[config.mk]
export PLATFORM = sky130hd
export DESIGN_NAME = inst_fetch_queue
export DESIGN_NICKNAME = d
export VERILOG_FILES = /design/src/rtl/ifq_pkg.sv /design/src/rtl/ifq_fifo.sv /design/src/rtl/inst_fetch_queue.sv
export SDC_FILE = /design/constraint.sdc
export NUM_CORES = 1
export LEC_CHECK = 0
export ABC_CLOCK_PERIOD_IN_PS = 5100
export CORE_UTILIZATION = 60
export CTS_CLUSTER_DIAMETER = 150
export DETAILED_ROUTE_END_ITERATION = 16
export HOLD_SLACK_MARGIN = 0.08
export PLACE_DENSITY = 0.85
export SLEW_MARGIN = 20
export SYNTH_ARGS = -nofsm -noshare
export SYNTH_HDL_FRONTEND = slang
export SYNTH_SLANG_ARGS = --single-unit
export TNS_END_PERCENT = 100
[constraint.sdc]
create_clock -name clk -period 5.1 [get_ports clk]
set_clock_uncertainty 0.15 [all_clocks]
set_input_delay 0.765 -clock clk [delete_from_list [all_inputs] [get_ports clk]]
set_output_delay 0.765 -clock clk [all_outputs]
set_load 0.01 [all_outputs]
[src/rtl/ifq_pkg.sv]
// Shared types and constants for the instruction fetch queue.
package ifq_pkg;
  localparam int INST_W = 32;
  localparam int PC_W = 32;
  localparam logic [PC_W-1:0] PC_STEP = 32'd4;

  typedef struct packed {
    logic [PC_W-1:0]   pc;
    logic [INST_W-1:0] inst;
  } fetch_entry_t;
endpackage

[src/rtl/ifq_fifo.sv]
// First-word fall-through FIFO of fetched {pc, inst} entries with push/pop/flush.
// Pointers carry an extra wrap bit; occupancy is held in its own counter.
module ifq_fifo
  import ifq_pkg::*;
#(
  parameter int DEPTH = 4,
  localparam int AW = $clog2(DEPTH),
  localparam int CW = AW + 1
) (
  input  logic         clk,
  input  logic         rst,
  input  logic         flush,
  input  logic         push,
  input  fetch_entry_t push_entry,
  input  logic         pop,
  output fetch_entry_t head_entry,
  output logic         valid,
  output logic [CW-1:0] count
);
  fetch_entry_t  mem_q [DEPTH];
  logic [AW:0]   rd_ptr_q, rd_ptr_d;
  logic [AW:0]   wr_ptr_q, wr_ptr_d;
  logic [CW-1:0] count_q, count_d;

  always_comb begin
    rd_ptr_d = rd_ptr_q;
    wr_ptr_d = wr_ptr_q;
    count_d  = count_q;
    if (flush) begin
      rd_ptr_d = '0;
      wr_ptr_d = '0;
      count_d  = '0;
    end else begin
      if (push) wr_ptr_d = wr_ptr_q + (AW+1)'(1);
      if (pop)  rd_ptr_d = rd_ptr_q + (AW+1)'(1);
      count_d = count_q + CW'(push) - CW'(pop);
    end
  end

  always_ff @(posedge clk) begin
    if (rst) begin
      rd_ptr_q <= '0;
      wr_ptr_q <= '0;
      count_q  <= '0;
    end else begin
      rd_ptr_q <= rd_ptr_d;
      wr_ptr_q <= wr_ptr_d;
      count_q  <= count_d;
    end
  end

  // Storage needs no reset; occupancy alone decides what is valid.
  always_ff @(posedge clk) begin
    if (push && !flush) mem_q[wr_ptr_q[AW-1:0]] <= push_entry;
  end

  assign head_entry = mem_q[rd_ptr_q[AW-1:0]];
  assign valid      = (count_q != '0);
  assign count      = count_q;
endmodule

[src/rtl/inst_fetch_queue.sv]
// Fetch PC owner, credit-limited sequential issue to a 1-cycle instruction SRAM, and output queue.
// Optional macro IFQ_BYPASS_EN forwards a response straight to decode when the queue is empty.
module inst_fetch_queue
  import ifq_pkg::*;
#(
  parameter int              DEPTH    = 4,
  parameter logic [PC_W-1:0] RESET_PC = 32'h0000_0000,
  parameter int              ADDR_W   = 16
) (
  input  logic                    clk,
  input  logic                    rst,
  output logic                    im_req,
  output logic [ADDR_W-1:0]       im_addr,
  input  logic [INST_W-1:0]       im_rdata,
  input  logic                    redirect,
  input  logic [PC_W-1:0]         redirect_pc,
  input  logic                    out_ready,
  output logic                    out_valid,
  output logic [PC_W-1:0]         out_pc,
  output logic [INST_W-1:0]       out_inst,
  output logic [$clog2(DEPTH):0]  count
);
  localparam int CW = $clog2(DEPTH) + 1;
  localparam logic [CW:0] CREDIT_MAX = (CW+1)'(DEPTH);

  logic [PC_W-1:0] fetch_pc_q, fetch_pc_d;
  logic [PC_W-1:0] inflight_pc_q, inflight_pc_d;
  logic            inflight_q, inflight_d;
  logic [CW:0]     credit_used;
  logic            issue, resp_valid;
  logic            fifo_push, fifo_pop, fifo_valid;
  logic [CW-1:0]   fifo_count;
  fetch_entry_t    resp_entry, head_entry;

  // Credit ignores a same-cycle pop, so a response always finds a free slot.
  assign credit_used = {1'b0, fifo_count} + {{CW{1'b0}}, inflight_q};
  assign issue       = !rst && !redirect && (credit_used < CREDIT_MAX);
  assign resp_valid  = inflight_q && !redirect;
  assign resp_entry  = '{pc: inflight_pc_q, inst: im_rdata};

  assign im_req  = issue;
  assign im_addr = fetch_pc_q[ADDR_W-1:0];
  assign count   = fifo_count;

  always_comb begin
    fetch_pc_d    = fetch_pc_q;
    inflight_pc_d = inflight_pc_q;
    inflight_d    = 1'b0;
    if (redirect) begin
      fetch_pc_d = redirect_pc;
    end else if (issue) begin
      fetch_pc_d    = fetch_pc_q + PC_STEP;
      inflight_pc_d = fetch_pc_q;
      inflight_d    = 1'b1;
    end
  end

  always_ff @(posedge clk) begin
    if (rst) begin
      fetch_pc_q    <= RESET_PC;
      inflight_pc_q <= RESET_PC;
      inflight_q    <= 1'b0;
    end else begin
      fetch_pc_q    <= fetch_pc_d;
      inflight_pc_q <= inflight_pc_d;
      inflight_q    <= inflight_d;
    end
  end

  always_comb begin
    fifo_push = resp_valid;
    out_valid = !rst && fifo_valid;
    out_pc    = head_entry.pc;
    out_inst  = head_entry.inst;
`ifdef IFQ_BYPASS_EN
    if (!fifo_valid && resp_valid) begin
      out_valid = !rst;
      out_pc    = resp_entry.pc;
      out_inst  = resp_entry.inst;
      fifo_push = !out_ready;
    end
`endif
    fifo_pop = fifo_valid && out_valid && out_ready && !redirect;
  end

  ifq_fifo #(.DEPTH(DEPTH)) u_fifo (
    .clk        (clk),
    .rst        (rst),
    .flush      (redirect),
    .push       (fifo_push),
    .push_entry (resp_entry),
    .pop        (fifo_pop),
    .head_entry (head_entry),
    .valid      (fifo_valid),
    .count      (fifo_count)
  );
endmodule

# [Word-level counts from Yosys, hierarchy flattened]
# Memory sizes are Yosys's and may differ from the RTL's. A register that Yosys moved wholly into a read port is not among the register bits.
# Index checks and enable logic that the tools add are counted.
# W data, S select, Z words.
[op_classes] mux=7 reduce_logical=14 bitwise_logic=1 order_cmp=1 addsub=6
[op_table] cell="$mux W32" count=2
[op_table] cell="$add A32 B3 Y32 const B" count=1
[op_table] cell="$logic_and A1 B1 Y1" count=8
[op_table] cell="$add A3 B1 Y3 const B" count=2
[op_table] cell="$add A3 B1 Y4" count=1
[op_table] cell="$lt A4 B3 Y1 const B" count=1
[op_table] cell="$mux W2" count=2
[op_table] cell="$add A3 B1 Y3" count=1
[op_table] cell="$mux W1" count=3
[op_table] cell="$reduce_bool A3 Y1" count=1
[op_table] cell="$sub A3 B1 Y3" count=1
[op_table] cell="$logic_not A1 Y1" count=2
[op_table] cell="$reduce_and A2 Y1" count=1
[op_table] cell="$reduce_bool A2 Y1" count=1
[op_table] cell="$reduce_or A2 Y1" count=1
[op_table] cell="$not A1 Y1" count=1
[word_totals] regBits=74 mem_bits_rw=256 in_bits=68 n_memories=1
[memory_table] memory="u_fifo.mem_q" depth=4 width=64 read_ports=1 rd_ports_with_merged_regs=1 wr=1 line_no="ifq_fifo.sv:20" text="fetch_entry_t mem_q [DEPTH];"

# [Logic depth before layout (Yosys ltp)]
[logic_depth] depth_word=7 mapped_depth=10 mapped_depth_nobuf=10

# [Hierarchy]
# A second synthesis with hierarchy kept.
[unflattened] hier_cells=776 hier_area_um2=12943.7
[modules_own_cells] module="ifq_fifo" cells_per_inst=378 seq_area_each_um2=7867.5 instances=1 area_per_inst_um2=9754.4
[modules_own_cells] module="inst_fetch_queue" cells_per_inst=398 seq_area_each_um2=1301.2 instances=1 area_per_inst_um2=3189.3

# [Worst setup path after synthesis]
# OpenSTA, ideal clock, no wires.
[synth_path] path_kind="input port to flip-flop" from="input port redirect" to="memory u_fifo.mem_q[0][0] (netlist name), enable pin" stages=3 arrival_time_ns=2.705 setup_slack_ns=1.816 n_path_buf=1 cell_sequence="clkbuf_1 -> nor2b_1 -> and2_1"
[synth_between] elab_chain_cells=5
[synth_lines] item="from (decl)" line_no="inst_fetch_queue.sv:15" text="input logic redirect,"
[synth_lines] item="$logic_not A1 Y1" line_no="inst_fetch_queue.sv:38" text="assign resp_valid = inflight_q && !redirect;"
[synth_lines] item="$logic_and A1 B1 Y1" line_no="inst_fetch_queue.sv:38"
[synth_lines] item="named net fifo_push" line_no="inst_fetch_queue.sv:31" text="logic fifo_push, fifo_pop, fifo_valid;"
[synth_lines] item="$logic_and A1 B1 Y1" line_no="ifq_fifo.sv:54" text="if (push && !flush) mem_q[wr_ptr_q[AW-1:0]] <= push_entry;"
[synth_lines] item="$mux W1" line_no="ifq_fifo.sv:54"
[synth_lines] item="$mux W1 (implied by the code)" line_no="ifq_fifo.sv:54"
[synth_lines] item="to (decl)" line_no="ifq_fifo.sv:20"
# The timed path passes the listed nets, and every way through them passes these cells.

==> reports/results.ini <==
[status]
status = finished, final reports clean

[timing]
grt_setup_unrepaired = no
finalMaxSlewViolations = 0
worst_pin_slew_ns = 0.982
fin_crit_sh_pct = 71.9
fin_crit_ns = 3.67
setup_viol = 0
fmax_ghz = 0.273
timing.slew.headroom_pct = 34.5
fin_tns_setup_ns = 0
finalHoldViolations = 0

[hold_path]
hold_class = flip-flop to flip-flop
min-delay-start = fetch_pc_q[28]$_SDFFE_PP0P_

[yosys]
synth_cell_types = 50
netlist_top_cells_area = edfxtp_1, dfxtp_1, mux4_2
ys_warn_count = 0
syn_nets = 853
synthFlopType = edfxtp_1
synth_top_area_share_pct = 59.9
synth-edff-count = 256
yosys.area.top_type = edfxtp_1
synthCells = 776
yosys_register_bits = 330
ys_seq_area_share_pct = 71.5
syn_area_mm2 = 0.0128
async_flop_share_pct = 0
syn_area_per_cell_um2 = 16.5

[critical_path]
crit_slowest_cell = dfxtp_4
cp_data_required_time_ns = 4.18
cp.buffers_inverters = 2
critPathMaxStageDelay_ns = 0.78
endpoint_kind = primary output
cp_top_family = buffers and inverters
worstPathMaxFanout = 33
worstReg2RegStart = u_fifo.count[1]$_SDFF_PP0_
crit_chain = buf_12 > mux4_2 > clkdlybuf4s50_1
path_class = flip-flop to primary output
worstPathArrival_ns = 2.75
cp-start-kind = flip-flop

[place]
gpl.final_weighted_congestion = 0.818
dpl.hpwl_um = 14700
io_buffers = 152
postPlaceCellArea_mm2 = 0.0145

[clocking]
post-cts-setup-buffer-count = 0
cts_hold_buf = 0
htreeDepth = 1
cts_buffer_depth = 3
cts_tree = built
post_cts_resized = 0
root_buffer = clkbuf_16
clk_pin_slew_worst_paths_ns = 0.06
cts_made_buffers = 31
worstSkewPairLatency_ns = 0.54
cts.sinks = 330

[power_and_ir_drop]
pwr-share-clk_pct = 38.6
leakage_nw = 5.18
p_sw_share_pct = 19.9
switchingPower_mw = 1.04
combPwrFrac_pct = 4.6
internal-power_mw = 4.19
ir_worst_vdd_mv = 0.190
power_frac_seq_pct = 56.8
powerDensity_mw_per_mm2 = 341

[layout]
area_growth_pct = 19.8
drive_gt1_share_pct = 13.5
final_util_pct = 73.1
antenna_cells = 0
fin_area_mm2 = 0.0154
nets = 988

[global_route]
antenna_found_initial = 0
grt_pass1_vias = 7113
track_usage_pct = 22.7
overflow = 0
grt_max_degree = 65
grt_pass1_wl_um = 38300

[route]
num_vias = 7004
vias_per_cell = 5.79
ant_nets = 0
drt-initial-drc-count = 493
wl_per_cell_um = 19.9
drc = 0
wl_um = 24100
firstDrtPassIters = 7

[die]
num_rows = 53
die_y_um = 148
io_pins = 153
die-area_mm2 = 0.0220
chipWidth_um = 148
coreArea_mm2 = 0.0210
start_util_pct = 61.0

[flow_run]
max_cap_viol_count = 0

[path summary, 6_finish.rpt]
path | endpoint | slack, ns | cells past startpoint
worst max register to register | fetch_pc_q[25]$_SDFFE_PP0P_ | 2.39 | 6
worst min-delay path | inflight_pc_q[28]$_SDFFE_PP0P_ | 0.33 | 2
worst min register to register | inflight_pc_q[28]$_SDFFE_PP0P_ | 0.33 | 2
worst max-delay path | out_inst[16] | 1.43 | 3
[cell usage in the layout, fill, tap and decap left out, types with 17 or more instances in the layout]
cell type	synthesis	routed
a21oi_1	55	55
clkbuf_16	0	31
clkdlybuf4s50_1	0	150
dfxtp_1	74	72
edfxtp_1	256	256
inv_1	29	29
mux4_2	64	64
nand2_1	77	77
nand4_1	17	17
nor2_1	20	20
o21a_1	19	19
xnor2_1	19	19
[cells in the mapped netlist (all sizes together), types with 7 or more instances]
library cell  number
a21oi             55
dfxtp             74
nand2             77
edfxtp           256
nor3               7
nand4             19
o21a              19
inv               30
mux4              64
xor2               8
ha                 8
nor2              20
xnor2             19
clkbuf            27
nand3             10
buf               28
[power by group through the flow]
stage | registers (mW) | logic, mW | clock network, mW
6_report | 2.97 | 0.242 | 2.02
5_1_grt | 2.98 | 0.262 | 2.16
4_1_cts | 2.97 | 0.243 | 2.06
3_5_place_dp | 3.03 | 0.241 | 0
3_3_place_gp | 3.03 | 0.236 | 0
2_1_floorplan | 3.02 | 0.124 | 0
[routing by layer]
metal | routed length (um) | up-vias | global-route usage, %
met1 | 10300 | 3487 | 31.7
met4 | 505 | 0 | 6.55
met3 | 1600 | 40 | 3.90
met2 | 11800 | 253 | 37.3
li1 | - | 3224 | -
met5 | 0 | - | 0
[layout make-up]
cell class	instances	area (um^2)
Clock buffer	43	831
Clock inverter	14	67.6
Fill cell	1281	5650
Inverter	30	113
Multi-Input combinational cell	361	3280
Sequential cell	330	9180
Tap cell	275	344
Timing Repair Buffer	157	1560
[cells by family (layout without fill, tap and decap cells)]
group | Yosys count | in the layout | share of synthesized area, %
compound gates | 93 | 93 | 4.41
mux | 70 | 70 | 11.7
buf+inv | 85 | 244 | 3.06
xor+xnor | 27 | 27 | 1.84
fa+ha+maj | 9 | 9 | 0.936
flops | 330 | 330 | 71.5
simple gates | 162 | 162 | 6.56
[metrics by stage]
step / setup WS, ns / std cells / total power [mW] / hold WS, ns
final: 1.43 / 1210 / 5.24 / 0.333
after global routing: 1.24 / 1210 / 5.40 / 0.362
after CTS: 1.33 / 1210 / 5.27 / 0.333
after detailed placement: 1.91 / 1153 / 3.27 / 0.329
after global placement: 1.93 / 1153 / 3.27 / 0.327
after floorplan: 1.82 / 776 / 3.14 / 0.295
[sequential cells by signal, summed over array words and instances (netlist names), named ones only]
signal / count
u_fifo.mem_q: 256
fetch_pc_q: 32
inflight_pc_q: 32
u_fifo.count: 3
u_fifo.rd_ptr_q: 2
u_fifo.wr_ptr_q: 2
inflight_q: 1
[tightest hold or removal path, cell delays in order, from the launching register on]
cell	delay [ns]
dfxtp_1	0.33
nand2_1	0.06
a21oi_1	0.05
Note: power is estimated with default switching activity, not from simulation.
